--- config.mk ---
export PLATFORM = sky130hd
export DESIGN_NAME = instr_fetch
export DESIGN_NICKNAME = d
export VERILOG_FILES = /design/src/rtl/instr_fetch.sv
export SDC_FILE = /design/constraint.sdc
export NUM_CORES = 1
export LEC_CHECK = 0
export CAP_MARGIN = 20
export CORE_MARGIN = 1
export CORE_UTILIZATION = 47
export CTS_BUF_LIST = sky130_fd_sc_hd__clkbuf_4 sky130_fd_sc_hd__clkbuf_8 sky130_fd_sc_hd__clkbuf_16
export CTS_CLUSTER_SIZE = 14
export DETAILED_ROUTE_END_ITERATION = 8
export PLACE_DENSITY = 0.86
export SLEW_MARGIN = 20
export SYNTH_ARGS = -nofsm -noshare
export SYNTH_HDL_FRONTEND = slang
export SYNTH_SLANG_ARGS = --single-unit
--- constraint.sdc ---
create_clock -name clk -period 5.6 [get_ports clk]
set_input_delay 0.56 -clock clk [delete_from_list [all_inputs] [get_ports clk]]
set_output_delay 0.56 -clock clk [all_outputs]
set_load 0.01 [all_outputs]
--- src/rtl/instr_fetch.sv ---
// Fetch stage: owns the PC, fetches one word per instruction over req/ack,
// strobes the IR, then waits for the control unit to retire the instruction.
module instr_fetch #(
   parameter int              ADDR_W   = 16,
   parameter logic [ADDR_W-1:0] RESET_PC = '0
) (
   input  logic              clk,
   input  logic              rst_n,
   input  logic              run,
   output logic              mem_req,
   output logic [ADDR_W-1:0] mem_addr,
   input  logic              mem_ack,
   input  logic [15:0]       mem_rdata,
   output logic [15:0]       code,
   output logic              iir,
   input  logic              exec_done,
   input  logic              jmp_take,
   input  logic [ADDR_W-1:0] jmp_addr,
   output logic [ADDR_W-1:0] pc,
   output logic              busy,
   output logic [15:0]       icount
);

   typedef enum logic [1:0] {
      IDLE = 2'd0,
      REQ  = 2'd1,
      LOAD = 2'd2,
      EXEC = 2'd3
   } state_t;

   localparam logic [ADDR_W-1:0] PC_ONE = {{(ADDR_W-1){1'b0}}, 1'b1};
   localparam logic [15:0]       IC_ONE = 16'd1;

   state_t            state;
   state_t            state_nx;
   logic [ADDR_W-1:0] pc_q;
   logic [15:0]       code_q;
   logic [15:0]       icount_q;

   logic fetch_hit;
   logic retire;

   assign fetch_hit = (state == REQ) && mem_ack;
   assign retire    = (state == EXEC) && exec_done;

   // State register
   always_ff @(posedge clk or negedge rst_n) begin
      if (!rst_n) state <= IDLE;
      else        state <= state_nx;
   end

   // Next-state selection
   always_comb begin
      state_nx = state;
      unique case (state)
         IDLE: if (run)       state_nx = REQ;
         REQ:  if (mem_ack)   state_nx = LOAD;
         LOAD:                state_nx = EXEC;
         EXEC: if (exec_done) state_nx = run ? REQ : IDLE;
         default:             state_nx = IDLE;
      endcase
   end

   // Moore outputs decoded from state only
   always_comb begin
      mem_req = 1'b0;
      iir     = 1'b0;
      busy    = 1'b1;
      unique case (state)
         IDLE:    busy    = 1'b0;
         REQ:     mem_req = 1'b1;
         LOAD:    iir     = 1'b1;
         EXEC:    ;
         default: busy    = 1'b0;
      endcase
   end

   // Instruction word captured on the accepted ack, held until the next one
   always_ff @(posedge clk or negedge rst_n) begin
      if (!rst_n)         code_q <= 16'h0000;
      else if (fetch_hit) code_q <= mem_rdata;
   end

   // PC advances (sequential or jump) when the instruction retires
   always_ff @(posedge clk or negedge rst_n) begin
      if (!rst_n)      pc_q <= RESET_PC;
      else if (retire) pc_q <= jmp_take ? jmp_addr : pc_q + PC_ONE;
   end

   // Retired-instruction counter, free-running wrap
   always_ff @(posedge clk or negedge rst_n) begin
      if (!rst_n)      icount_q <= 16'h0000;
      else if (retire) icount_q <= icount_q + IC_ONE;
   end

   assign mem_addr = pc_q;
   assign pc       = pc_q;
   assign code     = code_q;
   assign icount   = icount_q;

endmodule

==> results.json <==
{
  "cts_made_buffers": 5,
  "ir_worst_vdd_mv": 0.269,
  "skew_ns": 0.00891,
  "place_area_um2": 3570,
  "htree_num_levels": 2,
  "cpPeakStageDelay_ns": 1.17,
  "ys_warn_count": 0,
  "final-setup-viol-count": 0,
  "leakagePower_nw": 1.54,
  "clk_pin_slew_ns": 0.09,
  "end_kind": "flop",
  "cts_root_buf": "clkbuf_8",
  "synth.most_common_cell": "dfrtp_1",
  "die_area_um2": 5860,
  "syn-mean-instance-area_um2": 10.3,
  "cts_resized": 0,
  "status": "complete, no violations",
  "yosys.area.top_type": "dfrtp_1",
  "dr_total_vias": 2303,
  "worstPathRequired_ns": 5.79,
  "ys_seq_elements": 50,
  "die_height_um": 76.6,
  "critPathKind": "input pin to flop",
  "initial_core_util": 0.499,
  "drc": 0,
  "wire_per_inst_um": 15.1,
  "overflow": 0,
  "crit_slowest_cell": "clkdlybuf4s50_1",
  "cts_setup_buffers": 0,
  "fin_nets": 384,
  "cts_sinks": 50,
  "coreArea_um2": 5240,
  "initialDrtViolationCount": 113,
  "power.share.clock": 0.171,
  "place_hpwl_um": 4390,
  "drive_above_1_share": 0.0912,
  "clk_latency_ns": 0.30,
  "ys_types": 46,
  "asyncSetResetFlopFracSynth": 1.00,
  "hold_viol": 0,
  "p_int_mw": 1.18,
  "track_usage": 0.219,
  "nFillCells": 404,
  "die_w_um": 76.6,
  "syn_nets": 298,
  "slew_violations": 0,
  "drt-total-wl_um": 6210,
  "grt_pass1_vias": 2211,
  "crit_fanout": 33,
  "cp-endpoint": "mem_addr[12]",
  "postSynthCellCount": 253,
  "fin_area_um2": 3720,
  "max_slew_margin": 0.295,
  "power_density_nw_per_um2": 484,
  "worstMarginPinSlew_ns": 1.05,
  "grt_max_degree": 51,
  "arrival_ns": 2.66,
  "cts_buffer_depth": 2,
  "dr.pass1.iters": 4,
  "timing.setup.tns_ns": 0,
  "p_seq_frac": 0.369,
  "area_delta_synth_final_pct": 42.3,
  "gp_congestion": 0.832,
  "yosys.area.top_type_share": 0.479,
  "ioPinCount": 105,
  "sequential_cell_area_um2": 1250,
  "r2r-start": "state[1]",
  "synth-main-ff-cell": "dfrtp_1",
  "p_comb_frac": 0.460,
  "netlist_area_um2": 2610,
  "startpoint_type": "input pin",
  "rr_worst_depth": 5,
  "startpoint": "jmp_take",
  "path_cells": "clkdlybuf4s50_1, inv_1, nor2_1, a31oi_1, o22a_1",
  "num_antenna_cells": 0,
  "ys_top_cells_by_count": "50 x dfrtp_1, 20 x nand2_1, 17 x mux2_2, 17 x nand3_1, 16 x buf_4",
  "min_path_type": "input pin to asynchronous set/reset pin",
  "seq_area_frac_synth": 0.479,
  "antenna_found_initial": 0,
  "drv_cap": 0,
  "cts_hold_buffers": 0,
  "fin_util": 0.710,
  "switchingPower_mw": 0.622,
  "multiInputGateArea_um2": 1160,
  "synth_area_leaders": "dfrtp_1 48%, mux2_2 7.3%, buf_4 4.6%",
  "rsz0062_at_grt": "false",
  "synth_edf_count": 0,
  "fp-row-count": 26,
  "post-route-period-util": 0.441,
  "io_buffers": 104,
  "via_per_inst": 5.62,
  "timing.rr.end": "icount[15]",
  "r2r_slack_ns": 3.44,
  "max_freq_mhz": 405,
  "fin_crit_ns": 2.47,
  "detail-route-antenna-nets": 0,
  "switching_share": 0.346,
  "grt_pass1_wl_um": 10300,
  "cts_tree": "built"
}
-- layout by cell type, fill, tap and decap left out, types with 7 or more instances in the layout --
cell,synthesis,routed
a21oi_1,13,13
clkdlybuf4s50_1,0,103
dfrtp_1,50,50
ha_1,7,7
inv_1,11,11
mux2_2,17,17
nand2_1,20,20
nand3_1,17,17
nor2_1,8,8
o21ai_0,14,14
xnor2_1,9,9
-- logic make-up (layout without fill, tap and decap cells) --
logic type / after synthesis / after routing / share of synthesized area
DFF: 50 / 50 / 0.479
AOI/OAI and AO/OA: 47 / 47 / 0.116
xor gates and xnor gates: 15 / 15 / 0.0503
muxes: 18 / 18 / 0.0771
and+or+nand+nor: 80 / 80 / 0.166
buffers and inverters: 36 / 123 / 0.0781
adders and majority gates: 7 / 7 / 0.0335
-- critical path: cells and delay by family --
family	cells	cell delay [ns]
AOI/OAI and AO/OA	2	0.27
buffers and inverters	2	1.62
and+or+nand+nor	1	0.20
-- sequential cells by signal, summed over array words and instances (netlist names) --
signal,flops
code,16
icount,16
mem_addr,16
state,2
-- per-layer routing --
metal | up-vias | share of wire | GRT usage
met5 | - | 0 | 0
met3 | 6 | 0.070 | 0.0503
met1 | 1114 | 0.43 | 0.273
li1 | 1076 | - | -
met4 | 0 | 0.0071 | 0.0558
met2 | 107 | 0.50 | 0.382
-- power by group through the flow --
| stage | Sequential (mW) | Clock, mW | Combinational, mW |
|---|---|---|---|
| final | 0.664 | 0.307 | 0.827 |
| after global routing | 0.690 | 0.327 | 0.891 |
| after CTS | 0.661 | 0.313 | 0.835 |
| after detailed placement | 0.665 | 0 | 0.829 |
| after global placement | 0.655 | 0 | 0.810 |
| after floorplan | 0.694 | 0 | 0.386 |
-- through the flow --
stage	std cells	power (mW)	setup WS [ns]	hold WS, ns
after CTS	410	1.81	3.22	0.487
after global routing	410	1.91	2.95	0.308
after detailed placement	402	1.49	2.91	0.475
after global placement	402	1.46	3.01	0.474
after floorplan	253	1.08	3.76	0.264
final	410	1.80	3.13	0.260
-- worst min path at each step --
stage | from | endpoint | slack, ns | depth (start not counted)
after floorplan | rst_n | code[0] | 0.26 | 0
after global placement | icount[15] | icount[15] | 0.47 | 1
after detailed placement | icount[15] | icount[15] | 0.48 | 1
after CTS | icount[15] | icount[15] | 0.49 | 1
after global routing | rst_n | code[15] | 0.31 | 1
final | rst_n | code[3] | 0.26 | 1
-- area by class of cell --
cell class / count / share of cell area
flip-flops and latches: 50 / 0.336
multi-input cells: 167 / 0.311
clock buffers: 6 / 0.0222
well taps: 70 / 0.0236
clock inverters: 2 / 0.0162
repair buffers: 104 / 0.279
inverters: 11 / 0.0111
Note: power is estimated with default switching activity, not from simulation.
